File: src/rtl/pipe_ctrl_unit_if.sv
// ID-stage request and pipeline control response bundle for pipe_ctrl_unit.
// master = ID/fetch side driving the decoded fields, slave = the control unit.
interface pipe_ctrl_unit_if #(
  parameter int unsigned REG_AW = 5
);
  localparam int unsigned OPC_W = 11;
  localparam int unsigned CW_W  = 16;
  localparam int unsigned FWD_W = 2;

  logic [OPC_W-1:0]  opcode;
  logic              id_valid;
  logic [REG_AW-1:0] id_rn;
  logic [REG_AW-1:0] id_rm;
  logic [REG_AW-1:0] id_rd;
  logic              flush;

  logic              id_illegal;
  logic              stall;
  logic [CW_W-1:0]   ex_cw;
  logic [CW_W-1:0]   mem_cw;
  logic [CW_W-1:0]   wb_cw;
  logic [REG_AW-1:0] ex_rd;
  logic [REG_AW-1:0] mem_rd;
  logic [REG_AW-1:0] wb_rd;
  logic [REG_AW-1:0] ex_ra;
  logic [REG_AW-1:0] ex_rb;
  logic [FWD_W-1:0]  fwd_a;
  logic [FWD_W-1:0]  fwd_b;

  modport master (
    output opcode, id_valid, id_rn, id_rm, id_rd, flush,
    input  id_illegal, stall, ex_cw, mem_cw, wb_cw,
           ex_rd, mem_rd, wb_rd, ex_ra, ex_rb, fwd_a, fwd_b
  );

  modport slave (
    input  opcode, id_valid, id_rn, id_rm, id_rd, flush,
    output id_illegal, stall, ex_cw, mem_cw, wb_cw,
           ex_rd, mem_rd, wb_rd, ex_ra, ex_rb, fwd_a, fwd_b
  );
endinterface

File: src/rtl/pipe_ctrl_unit.sv
// Pipelined control unit: decodes the ID opcode into a control word, carries it
// through EX/MEM/WB, and generates hazard stalls and EX operand forwarding selects.
module pipe_ctrl_unit #(
  parameter int unsigned REG_AW   = 5,
  parameter int unsigned LINK_REG = 30,
  parameter int unsigned ZERO_REG = 31,
  parameter bit          FWD_EN   = 1'b1
) (
  input  logic              clk,
  input  logic              rst,
  pipe_ctrl_unit_if.slave   bus
);

  localparam int unsigned CW_W  = 16;
  localparam int unsigned FWD_W = 2;

  localparam int unsigned CW_UNCOND_BR = 0;
  localparam int unsigned CW_BRANCH    = 1;
  localparam int unsigned CW_REG2LOC   = 2;
  localparam int unsigned CW_ALU_SRC   = 3;
  localparam int unsigned CW_REG_WRITE = 4;
  localparam int unsigned CW_IMM       = 6;
  localparam int unsigned CW_MEM_TO_REG= 7;
  localparam int unsigned CW_MEM_WRITE = 8;
  localparam int unsigned CW_ALU_ON    = 10;
  localparam int unsigned CW_SET_FLAGS = 11;
  localparam int unsigned CW_BR_REG    = 12;
  localparam int unsigned CW_BR_LINK   = 13;
  localparam int unsigned CW_MEM_READ  = 14;
  localparam int unsigned CW_VALID     = 15;

  localparam logic [REG_AW-1:0] LINK_TAG = REG_AW'(LINK_REG);
  localparam logic [REG_AW-1:0] ZERO_TAG = REG_AW'(ZERO_REG);

  localparam logic [FWD_W-1:0] FWD_RF  = 2'b00;
  localparam logic [FWD_W-1:0] FWD_MEM = 2'b01;
  localparam logic [FWD_W-1:0] FWD_WB  = 2'b10;

  logic [CW_W-1:0]   idCw;
  logic [REG_AW-1:0] idRa, idRb, idRd;
  logic              idLegal;

  logic [CW_W-1:0]   exCw, memCw, wbCw;
  logic [REG_AW-1:0] exRd, memRd, wbRd, exRa, exRb;

  logic exProd, memProd, wbProd;
  logic idHitEx, idHitMem;
  logic stallRaw, stallC;
  logic [FWD_W-1:0] fwdA, fwdB;

  // A source matches a producer only when it names a real register.
  function automatic logic srcHit(input logic [REG_AW-1:0] src,
                                  input logic [REG_AW-1:0] rd,
                                  input logic              prod);
    return prod && (src != ZERO_TAG) && (src == rd);
  endfunction

  // Opcode decode, first matching row wins.
  always_comb begin
    idCw    = '0;
    idRa    = ZERO_TAG;
    idRb    = ZERO_TAG;
    idRd    = bus.id_rd;
    idLegal = 1'b1;
    if (bus.opcode[10:5] == 6'b000101) begin
      idCw[CW_UNCOND_BR] = 1'b1;
    end else if (bus.opcode[10:3] == 8'b01010100) begin
      idCw[CW_BRANCH] = 1'b1;
      idCw[CW_ALU_ON] = 1'b1;
    end else if (bus.opcode[10:5] == 6'b100101) begin
      idCw[CW_UNCOND_BR] = 1'b1;
      idCw[CW_BRANCH]    = 1'b1;
      idCw[CW_BR_LINK]   = 1'b1;
      idCw[CW_REG_WRITE] = 1'b1;
      idCw[CW_ALU_ON]    = 1'b1;
      idRd               = LINK_TAG;
    end else if (bus.opcode == 11'b11010110000) begin
      idCw[CW_BR_REG] = 1'b1;
      idCw[CW_ALU_ON] = 1'b1;
      idRa            = bus.id_rn;
    end else if (bus.opcode[10:3] == 8'b10110100) begin
      idCw[CW_BRANCH]    = 1'b1;
      idCw[CW_ALU_ON]    = 1'b1;
      idCw[CW_SET_FLAGS] = 1'b1;
      idRb               = bus.id_rd;
    end else if (bus.opcode[10:1] == 10'b1001000100) begin
      idCw[CW_ALU_SRC]   = 1'b1;
      idCw[CW_REG_WRITE] = 1'b1;
      idCw[CW_IMM]       = 1'b1;
      idCw[CW_ALU_ON]    = 1'b1;
      idRa               = bus.id_rn;
    end else if ((bus.opcode == 11'b10101011000) || (bus.opcode == 11'b11101011000)) begin
      idCw[CW_REG2LOC]   = 1'b1;
      idCw[CW_REG_WRITE] = 1'b1;
      idCw[CW_ALU_ON]    = 1'b1;
      idCw[CW_SET_FLAGS] = 1'b1;
      idRa               = bus.id_rn;
      idRb               = bus.id_rm;
    end else if (bus.opcode == 11'b11111000010) begin
      // Load address offset goes through the immediate path as well.
      idCw[CW_MEM_READ]   = 1'b1;
      idCw[CW_ALU_SRC]    = 1'b1;
      idCw[CW_REG_WRITE]  = 1'b1;
      idCw[CW_MEM_TO_REG] = 1'b1;
      idCw[CW_IMM]        = 1'b1;
      idCw[CW_ALU_ON]     = 1'b1;
      idRa                = bus.id_rn;
    end else if (bus.opcode == 11'b11111000000) begin
      idCw[CW_ALU_SRC]   = 1'b1;
      idCw[CW_MEM_WRITE] = 1'b1;
      idCw[CW_ALU_ON]    = 1'b1;
      idRa               = bus.id_rn;
      idRb               = bus.id_rd;
    end else begin
      idLegal = 1'b0;
    end
    idCw[CW_VALID] = idLegal & bus.id_valid;
  end

  assign exProd  = exCw[CW_VALID]  & exCw[CW_REG_WRITE]  & (exRd  != ZERO_TAG);
  assign memProd = memCw[CW_VALID] & memCw[CW_REG_WRITE] & (memRd != ZERO_TAG);
  assign wbProd  = wbCw[CW_VALID]  & wbCw[CW_REG_WRITE]  & (wbRd  != ZERO_TAG);

  assign idHitEx  = srcHit(idRa, exRd, exProd)   | srcHit(idRb, exRd, exProd);
  assign idHitMem = srcHit(idRa, memRd, memProd) | srcHit(idRb, memRd, memProd);

  // WB is never a hazard: the register file writes before it is read.
  always_comb begin
    if (FWD_EN) stallRaw = bus.id_valid & exCw[CW_MEM_READ] & idHitEx;
    else        stallRaw = bus.id_valid & (idHitEx | idHitMem);
  end

  assign stallC = stallRaw & ~bus.flush;

  // EX operand selects; MEM beats WB, and a load in MEM cannot forward yet.
  always_comb begin
    fwdA = FWD_RF;
    fwdB = FWD_RF;
    if (FWD_EN) begin
      if (srcHit(exRa, memRd, memProd) && !memCw[CW_MEM_READ]) fwdA = FWD_MEM;
      else if (srcHit(exRa, wbRd, wbProd))                      fwdA = FWD_WB;
      if (srcHit(exRb, memRd, memProd) && !memCw[CW_MEM_READ]) fwdB = FWD_MEM;
      else if (srcHit(exRb, wbRd, wbProd))                      fwdB = FWD_WB;
    end
  end

  // Stage registers; only EX can receive a bubble, downstream always advances.
  always_ff @(posedge clk) begin
    if (rst) begin
      exCw  <= '0;
      exRd  <= '0;
      exRa  <= '0;
      exRb  <= '0;
      memCw <= '0;
      memRd <= '0;
      wbCw  <= '0;
      wbRd  <= '0;
    end else begin
      if (stallC || bus.flush || !bus.id_valid) begin
        exCw <= '0;
        exRd <= '0;
        exRa <= '0;
        exRb <= '0;
      end else begin
        exCw <= idCw;
        exRd <= idRd;
        exRa <= idRa;
        exRb <= idRb;
      end
      memCw <= exCw;
      memRd <= exRd;
      wbCw  <= memCw;
      wbRd  <= memRd;
    end
  end

  assign bus.id_illegal = bus.id_valid & ~idLegal;
  assign bus.stall      = stallC;
  assign bus.ex_cw      = exCw;
  assign bus.mem_cw     = memCw;
  assign bus.wb_cw      = wbCw;
  assign bus.ex_rd      = exRd;
  assign bus.mem_rd     = memRd;
  assign bus.wb_rd      = wbRd;
  assign bus.ex_ra      = exRa;
  assign bus.ex_rb      = exRb;
  assign bus.fwd_a      = fwdA;
  assign bus.fwd_b      = fwdB;

endmodule

File: src/flat_wrapper.sv
// flat-port wrapper written by rule: the top's interface ports become plain ports
module pipe_ctrl_unit_flat 
#(
  parameter int unsigned REG_AW   = 5,
  parameter int unsigned LINK_REG = 30,
  parameter int unsigned ZERO_REG = 31,
  parameter bit          FWD_EN   = 1'b1
)
  (clk, rst, bus_opcode, bus_id_valid, bus_id_rn, bus_id_rm, bus_id_rd, bus_flush, bus_id_illegal, bus_stall, bus_ex_cw, bus_mem_cw, bus_wb_cw, bus_ex_rd, bus_mem_rd, bus_wb_rd, bus_ex_ra, bus_ex_rb, bus_fwd_a, bus_fwd_b);
  pipe_ctrl_unit_if #(.REG_AW(REG_AW)) bus_i ();
  input  logic clk;
  input  logic rst;
  input wire logic [$bits(bus_i.opcode)-1:0] bus_opcode;
  input wire logic [$bits(bus_i.id_valid)-1:0] bus_id_valid;
  input wire logic [$bits(bus_i.id_rn)-1:0] bus_id_rn;
  input wire logic [$bits(bus_i.id_rm)-1:0] bus_id_rm;
  input wire logic [$bits(bus_i.id_rd)-1:0] bus_id_rd;
  input wire logic [$bits(bus_i.flush)-1:0] bus_flush;
  output wire logic [$bits(bus_i.id_illegal)-1:0] bus_id_illegal;
  output wire logic [$bits(bus_i.stall)-1:0] bus_stall;
  output wire logic [$bits(bus_i.ex_cw)-1:0] bus_ex_cw;
  output wire logic [$bits(bus_i.mem_cw)-1:0] bus_mem_cw;
  output wire logic [$bits(bus_i.wb_cw)-1:0] bus_wb_cw;
  output wire logic [$bits(bus_i.ex_rd)-1:0] bus_ex_rd;
  output wire logic [$bits(bus_i.mem_rd)-1:0] bus_mem_rd;
  output wire logic [$bits(bus_i.wb_rd)-1:0] bus_wb_rd;
  output wire logic [$bits(bus_i.ex_ra)-1:0] bus_ex_ra;
  output wire logic [$bits(bus_i.ex_rb)-1:0] bus_ex_rb;
  output wire logic [$bits(bus_i.fwd_a)-1:0] bus_fwd_a;
  output wire logic [$bits(bus_i.fwd_b)-1:0] bus_fwd_b;
  assign bus_i.opcode = bus_opcode;
  assign bus_i.id_valid = bus_id_valid;
  assign bus_i.id_rn = bus_id_rn;
  assign bus_i.id_rm = bus_id_rm;
  assign bus_i.id_rd = bus_id_rd;
  assign bus_i.flush = bus_flush;
  assign bus_id_illegal = bus_i.id_illegal;
  assign bus_stall = bus_i.stall;
  assign bus_ex_cw = bus_i.ex_cw;
  assign bus_mem_cw = bus_i.mem_cw;
  assign bus_wb_cw = bus_i.wb_cw;
  assign bus_ex_rd = bus_i.ex_rd;
  assign bus_mem_rd = bus_i.mem_rd;
  assign bus_wb_rd = bus_i.wb_rd;
  assign bus_ex_ra = bus_i.ex_ra;
  assign bus_ex_rb = bus_i.ex_rb;
  assign bus_fwd_a = bus_i.fwd_a;
  assign bus_fwd_b = bus_i.fwd_b;
  pipe_ctrl_unit #(.REG_AW(REG_AW), .LINK_REG(LINK_REG), .ZERO_REG(ZERO_REG), .FWD_EN(FWD_EN)) u_core (.clk(clk), .rst(rst), .bus(bus_i));
endmodule
File: config.mk
export PLATFORM = sky130hd
export DESIGN_NAME = pipe_ctrl_unit_flat
export DESIGN_NICKNAME = d
export VERILOG_FILES = /design/src/rtl/pipe_ctrl_unit_if.sv /design/src/rtl/pipe_ctrl_unit.sv /design/src/flat_wrapper.sv
export SDC_FILE = /design/constraint.sdc
export NUM_CORES = 1
export LEC_CHECK = 0
export CAP_MARGIN = 20
export CORE_ASPECT_RATIO = 1.25
export CORE_MARGIN = 1
export CORE_UTILIZATION = 48
export CTS_CLUSTER_DIAMETER = 80
export DETAILED_ROUTE_END_ITERATION = 7
export PLACE_DENSITY = 0.91
export SLEW_MARGIN = 30
export SYNTH_ARGS = -nofsm -noshare
export SYNTH_HDL_FRONTEND = slang
export SYNTH_SLANG_ARGS = --single-unit
export TNS_END_PERCENT = 5
File: constraint.sdc
create_clock -name clk -period 9.2 [get_ports clk]
set_input_delay 2.76 -clock clk [delete_from_list [all_inputs] [get_ports clk]]
set_output_delay 2.76 -clock clk [all_outputs]
set_load 0.005 [all_outputs]
== After elaboration in Yosys (flattened, before gate mapping) ==
Cells that the tools add are included.

* Bits in registers: 73
* Input bits: 30
* Output and inout port bits: 79
* Logic and storage cells: 138

* Equality and inequality tests: 23
* Mux-type cells: 58
* Bitwise gates (word level): 14
* Reduce and logical (&&, ||, !) cells: 27

{| class="wikitable"
|+ Operators by type and width
! cell !! count
|-
| 5-bit 2-to-1 mux || 21
|-
| 11-bit equality test (second input constant) || 5
|-
| 5-bit inequality test (second input constant) || 7
|-
| 5-bit equality test || 6
|-
| 1-bit 2-to-1 mux || 27
|-
| 1-bit logical AND || 14
|-
| 2-bit 2-to-1 mux || 7
|-
| 1-bit AND || 11
|-
| 10-bit equality test (second input constant) || 1
|-
| 10-bit OR reduction || 1
|-
| 9-bit OR reduction || 1
|-
| 8-bit by 7-bit equality test with 1-bit output (second input constant) || 1
|-
| 8-bit equality test (second input constant) || 1
|-
| 7-bit OR reduction || 1
|-
| 6-bit by 3-bit equality test with 1-bit output (second input constant) || 1
|-
| 6-bit equality test (second input constant) || 1
|-
| 3-bit 2-to-1 mux || 2
|-
| 6-bit OR reduction || 1
|-
| 5-bit OR reduction || 1
|-
| 4-bit 2-to-1 mux || 1
|-
| 4-bit OR reduction || 1
|-
| 1-bit logical OR || 3
|-
| 3-bit OR reduction || 1
|-
| 1-bit logical NOT || 2
|-
| 3 further kinds || 4
|}

== Logic depth before layout (Yosys ltp) ==
* Depth in word-level cells: 19
* Mapped depth: 10
* Mapped depth without buffers: 7

== Worst setup path before layout ==
Ideal clock, no wire load.

* Path kind: input port to output port
* Start: input port bus_opcode[1]
* End: output port bus_stall
* Arrival time: 4731 ps
* Data required time: 6440 ps
* Slack: 1709 ps
* Stages on the path: 6
* Path buffers: 0
* Cells stage by stage: or3b_1 > or3_4 > o22a_1 > or2_1 > a2111oi_4 > o21ba_1

* Word-level cells in the longest chain between the ends: 16
* Elaborated cells on any way between the ends: 36
* Classes of those cells: 10 x eq/ne; 18 x mux; 3 x bitwise; 5 x reduce/logical

{| class="wikitable"
|+ Ends and longest elaborated chain
! element !! RTL line !! RTL
|-
| start, declared || flat_wrapper.sv:13 || <nowiki>input wire logic [$bits(bus_i.opcode)-1:0] bus_opcode;</nowiki>
|-
| 11-bit equality test || pipe_ctrl_unit.sv:108 || <nowiki>end else if (bus.opcode == 11'b11111000000) begin</nowiki>
|-
| 5-bit 2-to-1 mux || pipe_ctrl_unit.sv:108 ||
|-
| 5-bit 2-to-1 mux || pipe_ctrl_unit.sv:99 || <nowiki>end else if (bus.opcode == 11'b11111000010) begin</nowiki>
|-
| 5-bit 2-to-1 mux || pipe_ctrl_unit.sv:92 || <nowiki>end else if ((bus.opcode == 11'b10101011000) || (bus.opcode == 11'b11101011000)) begin</nowiki>
|-
| 5-bit 2-to-1 mux || pipe_ctrl_unit.sv:86 || <nowiki>end else if (bus.opcode[10:1] == 10'b1001000100) begin</nowiki>
|-
| 5-bit 2-to-1 mux || pipe_ctrl_unit.sv:81 || <nowiki>end else if (bus.opcode[10:3] == 8'b10110100) begin</nowiki>
|-
| 5-bit 2-to-1 mux || pipe_ctrl_unit.sv:77 || <nowiki>end else if (bus.opcode == 11'b11010110000) begin</nowiki>
|-
| 5-bit 2-to-1 mux || pipe_ctrl_unit.sv:70 || <nowiki>end else if (bus.opcode[10:5] == 6'b100101) begin</nowiki>
|-
| 5-bit 2-to-1 mux || pipe_ctrl_unit.sv:67 || <nowiki>end else if (bus.opcode[10:3] == 8'b01010100) begin</nowiki>
|-
| 5-bit 2-to-1 mux || pipe_ctrl_unit.sv:65 || <nowiki>if (bus.opcode[10:5] == 6'b000101) begin</nowiki>
|-
| 5-bit inequality test || pipe_ctrl_unit.sv:55 || <nowiki>return prod && (src != ZERO_TAG) && (src == rd);</nowiki>
|-
| 1-bit logical AND (2 in series) || pipe_ctrl_unit.sv:55 ||
|-
| 1-bit bitwise OR * || pipe_ctrl_unit.sv:124 || <nowiki>assign idHitEx = srcHit(idRa, exRd, exProd) | srcHit(idRb, exRd, exProd);</nowiki>
|-
| 1-bit AND * || pipe_ctrl_unit.sv:129 || <nowiki>if (FWD_EN) stallRaw = bus.id_valid & exCw[CW_MEM_READ] & idHitEx;</nowiki>
|-
| 1-bit AND * || pipe_ctrl_unit.sv:133 || <nowiki>assign stallC = stallRaw & ~bus.flush;</nowiki>
|-
| end, declared || flat_wrapper.sv:20 || <nowiki>output wire logic [$bits(bus_i.stall)-1:0] bus_stall;</nowiki>
|}

Mark *: on every way between the ends. The rest lies on a longest branch, timed or not.

== Worst setup path in the final report ==
* Start: input port bus_opcode[8]
* End: output port bus_stall

Same word-level chain as after synthesis.

==> results.yml <==
setup_path:
  critical_path.cell_chain: "clkdlybuf4s50_1 -> nand4b_4 -> nor4_4 -> nor2_2 -> o22a_1 -> or2_1 -> a2111oi_4 -> o21ba_1 -> clkdlybuf4s50_1"
  reg2reg_slack_ns: 6.80
  arrival_ns: 5.93
  worst_path_largest_cell_delay_ns: 0.64
  cp_slowest_cell: "sky130_fd_sc_hd__clkdlybuf4s50_1"
  worstPathRequired_ns: 6.44
  critical-path-top-cell-by-count: "sky130_fd_sc_hd__clkdlybuf4s50_1"
  startpoint_type: "input port"
  worst_setup_path_end_kind: "output pin"
  worst-path-buf-inv: 2
  r2r-start: "u_core.bus.ex_rd[0]$_SDFF_PP0_"
  critPathKind: "input port to output pin"
  critical_path.endpoint: "bus_stall"
  cpLargestDelayFamily: "buffers and inverters"
  reg_to_reg_critical_path_endpoint: "u_core.bus.ex_ra[2]$_SDFF_PP0_"
  path_max_fanout: 10
  setup.worst_path.start: "bus_opcode[8]"
  crit_cells: 9
  reg2regPathDepth: 7
global_routing:
  global_route.usage.total_pct: 24.55
  grt_start_max_net_pins: 38
  remaining_global_route_overflow: 0
  wire_length_of_the_first_global_routing_pass_um: 12500
  met1_usage_pct: 28.46
  number_of_antenna_violations_at_the_first_check_in_global_routing: 0
  use_met2_pct: 43.30
  grt_pass1_vias: 2634
  grt.busiest_layer: "met2"
  groute.layer.met3.usage_pct: 3.700
layout:
  count_of_fill_cells_added_during_filler_insertion: 465
  layout.core_utilization_pct: 71.41
  drive_above_1_share_pct: 7.604
  num_antenna_cells: 0
  post_layout_nonfiller_instances: 516
  nNetsFinal: 459
  area_growth_synth_to_finish_pct: 40.80
timing:
  rsz_0062_raised_after_global_routing: "false"
  clock_skew_ns: 0.006931
  final.min_clock_period_ns: 8.690
  layout_setup_ws_ns: 0.5101
  tightest_slew_ns: 0.9221
  final_clock_period_utilization_by_the_worst_path_pct: 94.46
  hold_viol: 0
  max_freq_ghz: 0.1151
  setup_total_negative_slack_ns: 0
  final-max-slew-violation-count: 0
  report.final.setup_viol: 0
  slew_headroom_pct: 38.07
job:
  cap_viol_max_count: 0
synthesis:
  yosysMostFrequentCell: "sky130_fd_sc_hd__dfxtp_1"
  synth_sequential_area_ratio_pct: 42.85
  count_of_mapped_cells_out_of_synthesis: 331
  ys_warn_count: 0
  synth_common_cells: "64 x sky130_fd_sc_hd__dfxtp_1, 35 x sky130_fd_sc_hd__nor2b_1, 32 x sky130_fd_sc_hd__nor3_1, 18 x sky130_fd_sc_hd__nor2_1, 18 x sky130_fd_sc_hd__xnor2_1"
  synth.largest_area_cell: "sky130_fd_sc_hd__dfxtp_1"
  ys_async_sr_fraction_pct: 0
  postSynthAreaPerCell_um2: 9.034
  synth.top_cells.by_area: "sky130_fd_sc_hd__dfxtp_1 43%, sky130_fd_sc_hd__nor2b_1 7.3%, sky130_fd_sc_hd__nor3_1 5.4%, sky130_fd_sc_hd__xnor2_1 5.3%, sky130_fd_sc_hd__buf_4 2.5%"
  synth_edf_count: 0
  synthDistinctLibCells: 57
  synth_top_area_share_pct: 42.85
  netlist_area_um2: 2990
  postSynthRegisterBits: 64
  synth_top_flop_cell: "sky130_fd_sc_hd__dfxtp_1"
clock_tree:
  post_cts_hold_buffer_count: 0
  cts_root_buf: "sky130_fd_sc_hd__clkbuf_8"
  cts-root-to-sink-buffers: 2
  max_h_tree_level: 3
  number_of_buffers_created_by_cts: 9
  clk_pin_slew_worst_paths_ns: 0.07
  clock_latency_ns: 0.33
  clock-sinks: 64
  tritoncts: "built"
  post_cts_repair_resize_count: 0
  postCtsSetupRepairBufs: 0
floorplan:
  placement_rows: 31
  core_um2: 5896
  die_height_um: 90.25
  top_level_ports: 109
  die_width_um: 72.60
  start_util_pct: 50.72
  die_area_um2: 6551
routing:
  postRouteAntennaNets: 0
  route.detailed.vias_per_inst: 5.368
  drt-initial-drc-count: 160
  wl_per_cell_um: 15.18
  drt_pass1_iterations: 4
  detail_route.wirelength_um: 7835
  route.detailed.drc: 0
  num_vias: 2770
place:
  place.detailed.instances: 500
  dpl_worst_slack_ns: 0.5312
  place.gp.congestion: 0.8621
  post_detail_place_hpwl_um: 6136
  port-buffer-count: 102
hold_path:
  worstHoldPathType: "flip-flop to flip-flop"
pwr:
  power_per_cell_area_nw_per_um2: 130.0
  power.leakage_nw: 1.574
  ir_drop_v: 0.00007179
  power.total_mw: 0.5472
outcome:
  status: "finished clean"
## power breakdown
group	total, mW	leakage [nW]	switching (mW)	internal (mW)
combinational	0.0488	0.968	0.0227	0.0261
sequential	0.285	0.518	0.00511	0.280
clock	0.213	0.0887	0.108	0.105
total	0.547	1.57	0.136	0.411
## sequential cells by signal (all words and copies together) (netlist names)
| name | count |
|---|---|
| u_core.bus.ex_cw | 13 |
| u_core.bus.mem_cw | 13 |
| u_core.bus.wb_cw | 13 |
| u_core.bus.ex_ra | 5 |
| u_core.bus.ex_rb | 5 |
| u_core.bus.ex_rd | 5 |
| u_core.bus.mem_rd | 5 |
| u_core.bus.wb_rd | 5 |
## worst min path at each step
stage                                          startpoint                          endpoint  slack, ns  cells after the start
after CTS                 u_core.bus.ex_cw[12]$_SDFF_PP0_  u_core.bus.mem_cw[12]$_SDFF_PP0_       0.47                      1
after global routing      u_core.bus.ex_cw[12]$_SDFF_PP0_  u_core.bus.mem_cw[12]$_SDFF_PP0_       0.48                      1
final                     u_core.bus.ex_cw[13]$_SDFF_PP0_  u_core.bus.mem_cw[13]$_SDFF_PP0_       0.47                      1
after floorplan            u_core.bus.ex_cw[0]$_SDFF_PP0_   u_core.bus.mem_cw[0]$_SDFF_PP0_       0.46                      1
after global placement    u_core.bus.ex_cw[13]$_SDFF_PP0_  u_core.bus.mem_cw[13]$_SDFF_PP0_       0.44                      1
after detailed placement  u_core.bus.ex_cw[13]$_SDFF_PP0_  u_core.bus.mem_cw[13]$_SDFF_PP0_       0.46                      1
## cell families after synthesis
family	Yosys count	share of synthesized area [%]
xor+xnor	23	6.736
buf+inv	36	5.900
other cells	1	0.1254
compound gates	45	11.17
simple gates	162	33.22
flops	64	42.85
## metal layers
metal,wire length [um],vias to the layer above,part of all wire [%]
li1,-,1347,-
met1,3285,1290,42
met2,4026,117,51
met3,342,16,4.4
met4,180,0,2.3
met5,0,-,0
## through the flow
stage / instance area, um2 / hold WS [ns]
2_1_floorplan: 3009 / 0.4621
3_3_place_gp: 4024 / 0.4429
3_5_place_dp: 4024 / 0.4562
4_1_cts: 4204 / 0.4670
5_1_grt: 4210 / 0.4828
6_report: 4210 / 0.4653
## cell usage in the layout, fill, tap and decap left out, drive strengths merged, types with 5 or more instances in the layout
master and n:
o21ai 12, nor4 11, xnor2 18, clkbuf 10, dfxtp 64, a21oi 7, nand4 9, clkdlybuf4s50 102
inv 15, xor2 5, nand2 12, nor2 19, conb 6, and3 8, or2 5, nor3 33
nand3 7, nor2b 35
## final cells by class
| cell class | count | area, um2 | share of cell area [%] |
|---|---|---|---|
| Sequential cell | 64 | 1281 | 30.43 |
| Inverter | 14 | 52.55 | 1.248 |
| Multi-Input combinational cell | 236 | 1558 | 37.00 |
| Clock buffer | 10 | 137.6 | 3.269 |
| Clock inverter | 6 | 42.54 | 1.010 |
| Tap cell | 82 | 102.6 | 2.437 |
| Timing Repair Buffer | 104 | 1036 | 24.61 |
Note: power is estimated with default switching activity, not from simulation.
